<file path="config.mk">
export PLATFORM = sky130hd
export DESIGN_NAME = apb_rr_scheduler
export DESIGN_NICKNAME = d
export VERILOG_FILES = /design/src/rtl/apb_sched_pkg.sv /design/src/rtl/apb_rr_pick.sv /design/src/rtl/apb_rr_scheduler.sv
export SDC_FILE = /design/constraint.sdc
export NUM_CORES = 1
export LEC_CHECK = 0
export ABC_CLOCK_PERIOD_IN_PS = 4400
export CAP_MARGIN = 20
export CORE_MARGIN = 2
export CORE_UTILIZATION = 39
export CTS_CLUSTER_DIAMETER = 150
export DETAILED_ROUTE_END_ITERATION = 8
export PLACE_DENSITY = 0.9
export RECOVER_POWER = 25
export SLEW_MARGIN = 20
export SYNTH_ARGS = -nofsm -noshare
export SYNTH_HDL_FRONTEND = slang
export SYNTH_SLANG_ARGS = --single-unit
export TNS_END_PERCENT = 50
</file>
<file path="constraint.sdc">
create_clock -name HCLK -period 4.4 [get_ports HCLK]
set_input_delay 0.66 -clock HCLK [delete_from_list [all_inputs] [get_ports HCLK]]
set_output_delay 0.66 -clock HCLK [all_outputs]
set_load 0.1 [all_outputs]
</file>
<file path="src/rtl/apb_sched_pkg.sv">
// Shared types and helpers for the APB round-robin scheduler.
package apb_sched_pkg;

  typedef enum logic [1:0] {
    IDLE   = 2'd0,
    SETUP  = 2'd1,
    ACCESS = 2'd2,
    RESP   = 2'd3
  } state_t;

  // Index width for n requesters; never narrower than one bit.
  function automatic int clog2(input int n);
    int w;
    w = 0;
    while ((1 << w) < n) w++;
    return (w < 1) ? 1 : w;
  endfunction

endpackage

</file>
<file path="src/rtl/apb_rr_pick.sv">
// Combinational round-robin picker: first set request at or after ptr, searched cyclically.
module apb_rr_pick
  import apb_sched_pkg::*;
#(
  parameter int NREQ = 2,
  parameter int IW   = clog2(NREQ)
) (
  input  logic [NREQ-1:0] req,
  input  logic [IW-1:0]   ptr,
  output logic [NREQ-1:0] grant,
  output logic [IW-1:0]   idx,
  output logic            any
);

  assign any = |req;

  // Walk offsets from the far end back to zero so the nearest hit overwrites the rest.
  always_comb begin
    int cand;
    // NOTE: every variable gets a default before any branch, so no latch can be inferred.
    cand  = 0;
    idx   = '0;
    grant = '0;
    for (int k = NREQ - 1; k >= 0; k--) begin
      cand = int'(ptr) + k;
      if (cand >= NREQ) cand = cand - NREQ;
      if (req[cand]) idx = IW'(cand);
    end
    if (any) grant[idx] = 1'b1;
  end

endmodule

</file>
<file path="src/rtl/apb_rr_scheduler.sv">
// Round-robin sharing of one APB master port among NREQ single-beat requesters.
// Optional ACCESS-phase timeout abort is enabled by defining APB_TIMEOUT_EN.
module apb_rr_scheduler
  import apb_sched_pkg::*;
#(
  parameter int NREQ      = 2,
  parameter int ADDRWIDTH = 16,
  parameter int DATAWIDTH = 32,
  parameter int TIMEOUT   = 16
) (
  input  logic                      HCLK,
  input  logic                      HRESET,
  input  logic [NREQ-1:0]           req_valid,
  output logic [NREQ-1:0]           req_ready,
  input  logic [NREQ*ADDRWIDTH-1:0] req_addr,
  input  logic [NREQ-1:0]           req_write,
  input  logic [NREQ*DATAWIDTH-1:0] req_wdata,
  output logic [NREQ-1:0]           rsp_valid,
  output logic [DATAWIDTH-1:0]      rsp_rdata,
  output logic                      rsp_err,
  input  logic                      PCLKEN,
  output logic                      PSEL,
  output logic                      PENABLE,
  output logic [ADDRWIDTH-1:0]      PADDR,
  output logic                      PWRITE,
  output logic [DATAWIDTH-1:0]      PWDATA,
  input  logic [DATAWIDTH-1:0]      PRDATA,
  input  logic                      PREADY,
  input  logic                      PSLVERR
);

  localparam int IW = clog2(NREQ);

  if (NREQ < 2 || NREQ > 8 || TIMEOUT < 2) begin : g_bad_cfg
    $error("apb_rr_scheduler: NREQ must be 2..8 and TIMEOUT at least 2");
  end

  state_t                state, state_nxt;
  logic [IW-1:0]         ptr;
  logic [IW-1:0]         gnt_idx;
  logic [IW-1:0]         win_idx;
  logic [NREQ-1:0]       win_onehot;
  logic                  any_req;
  logic                  grant_en;
  logic                  xfer_done;
  logic                  xfer_abort;
  logic [ADDRWIDTH-1:0]  sel_addr;
  logic [DATAWIDTH-1:0]  sel_wdata;

  apb_rr_pick #(.NREQ(NREQ), .IW(IW)) u_pick (
    .req   (req_valid),
    .ptr   (ptr),
    .grant (win_onehot),
    .idx   (win_idx),
    .any   (any_req)
  );

  assign grant_en  = (state == IDLE) && PCLKEN && any_req;
  assign req_ready = grant_en ? win_onehot : '0;
  assign xfer_done = (state == ACCESS) && PCLKEN && PREADY;
  assign sel_addr  = req_addr[int'(win_idx) * ADDRWIDTH +: ADDRWIDTH];
  assign sel_wdata = req_wdata[int'(win_idx) * DATAWIDTH +: DATAWIDTH];

`ifdef APB_TIMEOUT_EN
  localparam int TW = clog2(TIMEOUT);
  logic [TW-1:0] to_cnt;

  // The abort fires on the PCLKEN cycle that would have pushed the count past TIMEOUT-1.
  assign xfer_abort = (state == ACCESS) && PCLKEN && !PREADY && (to_cnt == TW'(TIMEOUT - 1));

  always_ff @(posedge HCLK or posedge HRESET) begin
    if (HRESET) begin
      to_cnt <= '0;
    end else if (grant_en) begin
      to_cnt <= '0;
    end else if ((state == ACCESS) && PCLKEN && !PREADY && !xfer_abort) begin
      to_cnt <= to_cnt + 1'b1;
    end
  end
`else
  assign xfer_abort = 1'b0;
`endif

  // NOTE: sequential state uses non-blocking assignments so every register samples pre-edge values.
  always_ff @(posedge HCLK or posedge HRESET) begin
    if (HRESET) state <= IDLE;
    else        state <= state_nxt;
  end

  always_comb begin
    state_nxt = state;
    PSEL      = 1'b0;
    PENABLE   = 1'b0;
    rsp_valid = '0;
    case (state)
      IDLE: begin
        if (grant_en) state_nxt = SETUP;
      end
      SETUP: begin
        PSEL = 1'b1;
        if (PCLKEN) state_nxt = ACCESS;
      end
      ACCESS: begin
        PSEL    = 1'b1;
        PENABLE = 1'b1;
        if (xfer_done || xfer_abort) state_nxt = RESP;
      end
      RESP: begin
        rsp_valid[gnt_idx] = 1'b1;
        state_nxt          = IDLE;
      end
      default: state_nxt = IDLE;
    endcase
  end

  // Command registers drive the APB bus directly, so they only move on a grant.
  always_ff @(posedge HCLK or posedge HRESET) begin
    if (HRESET) begin
      ptr     <= '0;
      gnt_idx <= '0;
      PADDR   <= '0;
      PWRITE  <= 1'b0;
      PWDATA  <= '0;
    end else if (grant_en) begin
      ptr     <= (win_idx == IW'(NREQ - 1)) ? '0 : win_idx + 1'b1;
      gnt_idx <= win_idx;
      PADDR   <= {sel_addr[ADDRWIDTH-1:2], 2'b00};
      PWRITE  <= req_write[win_idx];
      PWDATA  <= sel_wdata;
    end
  end

  always_ff @(posedge HCLK or posedge HRESET) begin
    if (HRESET) begin
      rsp_rdata <= '0;
      rsp_err   <= 1'b0;
    end else if (xfer_done) begin
      rsp_rdata <= PWRITE ? '0 : PRDATA;
      rsp_err   <= PSLVERR;
    end else if (xfer_abort) begin
      rsp_rdata <= '0;
      rsp_err   <= 1'b1;
    end else if (state == RESP) begin
      rsp_rdata <= '0;
      rsp_err   <= 1'b0;
    end
  end

endmodule

</file>
==> results.md <==
- Status: finished, violations left
- Failing checks: max-capacitance violations, max-slew violations
- Synth Register Bits: 84
- RePlAce Congestion: about 0.8
- # port buffers: roughly 220
- Via-to-Cell Ratio: around 5.3
- R2R depth: 5
- Clk sinks: between 80 and 90
- Number of diodes: 0
- Setup Buffers After CTS: 0
- Yosys warning count: 0
- Critical path's top delay family: buffers and inverters
- Min-delay worst type: reg2reg
- Least-Margin Pin Slew: 1.687 ns
- Maximum clock rate: between 300 and 400 MHz
- Max-slew headroom: -12.44%
- Multiplexer share of the synthesized area: 0.3349%
- XOR/XNOR Fraction of Synth Area: 0%
- Fraction of layout cells with a size suffix above 1: 6.004%
- Simple-gate share of the synthesized area: between 1 and 1.5%
- Cells on Worst Hold Path: 2
- Worst clock skew: about 0.0077 ns
- CP Cell Sequence: dlygate4sd3_1, clkinvlp_2, clkbuf_1, buf_4
- Final Net Count: 619
- Largest family of logic cells by synthesized area: compound AO/OA/AOI/OAI gates
- Post-synthesis adder-cell area fraction: 1.489%
- DRT iter0 DRCs: roughly 220
- Commonest non-fill, non-tap cell in the layout: clkdlybuf4s50_1
- Largest net degree at the start of global routing: 56
- Endpoint class of the critical path: async pin
- Crit path kind: in2async
- Number of antenna violations at the first check in global routing: 0
- Core region area: around 8300 um2
- Hold buffer count at cts: 0
- H-tree levels: 3
- Final setup vio count: 0
- Clk_lat worst skew: 0.34 ns
- WP data arrival: ~3.6 ns
- CP max-delay cell: clkbuf_1
- Setup_tns: 0 ns
- Placed cells: between 500 and 600
- Compound-cell area share of the yosys netlist: about a quarter
- Pre-antenna DRT Iters: 6
- Max cap viols: 1
- Synth-to-Final Area Change: 75.18%
- Worst path depth: 4
- Grt ovf: 0
- First-pass GRT wire length: 16620 um
- Max-slew violations: 33
- Vias in the first global route: approximately 3200
- Post-layout minimum cycle time: 3.157 ns
- Critical path peak fanout: 32
- Post-Syn Area per Cell: roughly 13 um2
- Gate Count Post-Synth: 266
- DRC viols: 0
- Setup slack after layout: ~1.2 ns
- Floorplan row count: 33
- CTS tree: built
- Final Cycle Share: between 70% and 80%
- Startpoint Class: input pin
- Worst slack at placement: roughly 1.6 ns
- Req. time, crit path: just under 5 ns
- Sequential-to-total area share from yosys stat: a little over three fifths
- DR vias: 3112
- Die height: between 90 and 100 um
- Final antenna-violating net count: 0
- Fill cells: roughly 600
- Synthesized cell area: roughly 3400 um2
- Initial Util: between 40% and 50%
- CP Buf/Inv Count: 4
- Top-Level Pins: between 200 and 250
- Final WL: 10580 um
- Max Buffers Root-to-Sink: 2
- Final hold violation count: 0
- Unrepaired setup endpoints after global routing: no
- Yosys cell types: 23
- Clk slew on worst S/H paths: 0.08 ns
- Die area: 9379 um2
- Clock root buffer: clkbuf_8
- CTS resizes: 0
- Max incr delay on CP: approximately 1.3 ns
- Total GRT Usage: roughly 22%
- Post-detail-place hpwl: 7688 um
- Chip width: 96.85 um
- CTS Buf Count: 9
- Commonest cells after routing, fill and taps aside: 214 x clkdlybuf4s50_1, 84 x dfrtp_1, 53 x inv_1
- Post-Layout Cell Count: between 500 and 600
- Wire per inst: around 18 um
layout make-up:
cell class | count | area [um2] | share of cell area, %
Clock buffer | 10 | 127.6 | 2.167
Clock inverter | 6 | 136.4 | 2.316
Inverter | 55 | 207.7 | 3.527
Multi-Input combinational cell | 104 | 965.9 | 16.40
Sequential cell | 84 | 2102 | 35.69
Tap cell | 105 | 131.4 | 2.231
Timing Repair Buffer | 224 | 2218 | 37.67
final timing paths:
kind / from / to / slack (ns)
setup / recovery: HRESET / PADDR[7] / 1.24
hold / removal: PWDATA[5] / PWDATA[5] / 0.50
setup reg to reg: state[0] / rsp_rdata[27] / 2.43
hold reg to reg: PWDATA[5] / PWDATA[5] / 0.50
max in group HCLK: state[1] / rsp_valid[0] / 1.44
min in group asynchronous: HRESET / rsp_rdata[4] / 0.93
cells by family after synthesis:
kind of cell	after synthesis
AOI/OAI and AO/OA	88
adders and majority gates	4
buffers and inverters	79
DFF	84
muxes	1
other	1
and+or+nand+nor	9
tightest hold or removal path, delay by kind of cell (launching register included):
kind	cells	cell delay (ns)
AOI/OAI and AO/OA	1	0.06
buffers and inverters	1	0.06
DFF	1	0.35
registers in the layout, indices dropped and copies added (netlist names):
register / cells
rsp_err: 1
PWRITE: 1
rsp_rdata: 32
PADDR: 14
PWDATA: 32
gnt_idx: 1
ptr: 1
state: 2
layer usage:
layer  GRT usage, %  wire [um]  up-vias
li1               -          -     1423
met1          25.58       3998     1518
met2          38.46       5465      157
met3          7.081        919       14
met4          8.667        192        0
met5              0          0        -
cell usage after synthesis (all sizes together):
| library cell | number | share of area [%] |
|---|---|---|
| o21ai | 2 | 0.30 |
| a22o | 32 | 8.3 |
| conb | 1 | 0.11 |
| dfrtp | 84 | 63 |
| clkbuf | 10 | 1.1 |
| inv | 55 | 6.1 |
| a21oi | 4 | 0.60 |
| mux2 | 1 | 0.33 |
| nand3 | 1 | 0.15 |
| nand2 | 2 | 0.22 |
| a222oi | 47 | 14 |
| a2111oi | 1 | 0.82 |
| nor2b | 2 | 0.37 |
| and3 | 1 | 0.19 |
| o211ai | 1 | 0.22 |
| and2 | 1 | 0.19 |
| ha | 4 | 1.5 |
| nand2b | 1 | 0.19 |
| a22oi | 1 | 0.22 |
| buf | 14 | 2.4 |
| nor2 | 1 | 0.11 |
per-stage QoR:
step	utilization (%)	hold WS, ns	cell area [um2]
after floorplan	-	0.5019	3366
after global placement	67.62	0.4724	5612
after detailed placement	67.62	0.4780	5612
after CTS	70.80	0.4988	5876
after global routing	70.96	0.5158	5889
final	70.96	0.4960	5889
Power is left out: the tool's default activity adds up to more than one toggle a clock period on the data nets, which glitch-free logic cannot reach.
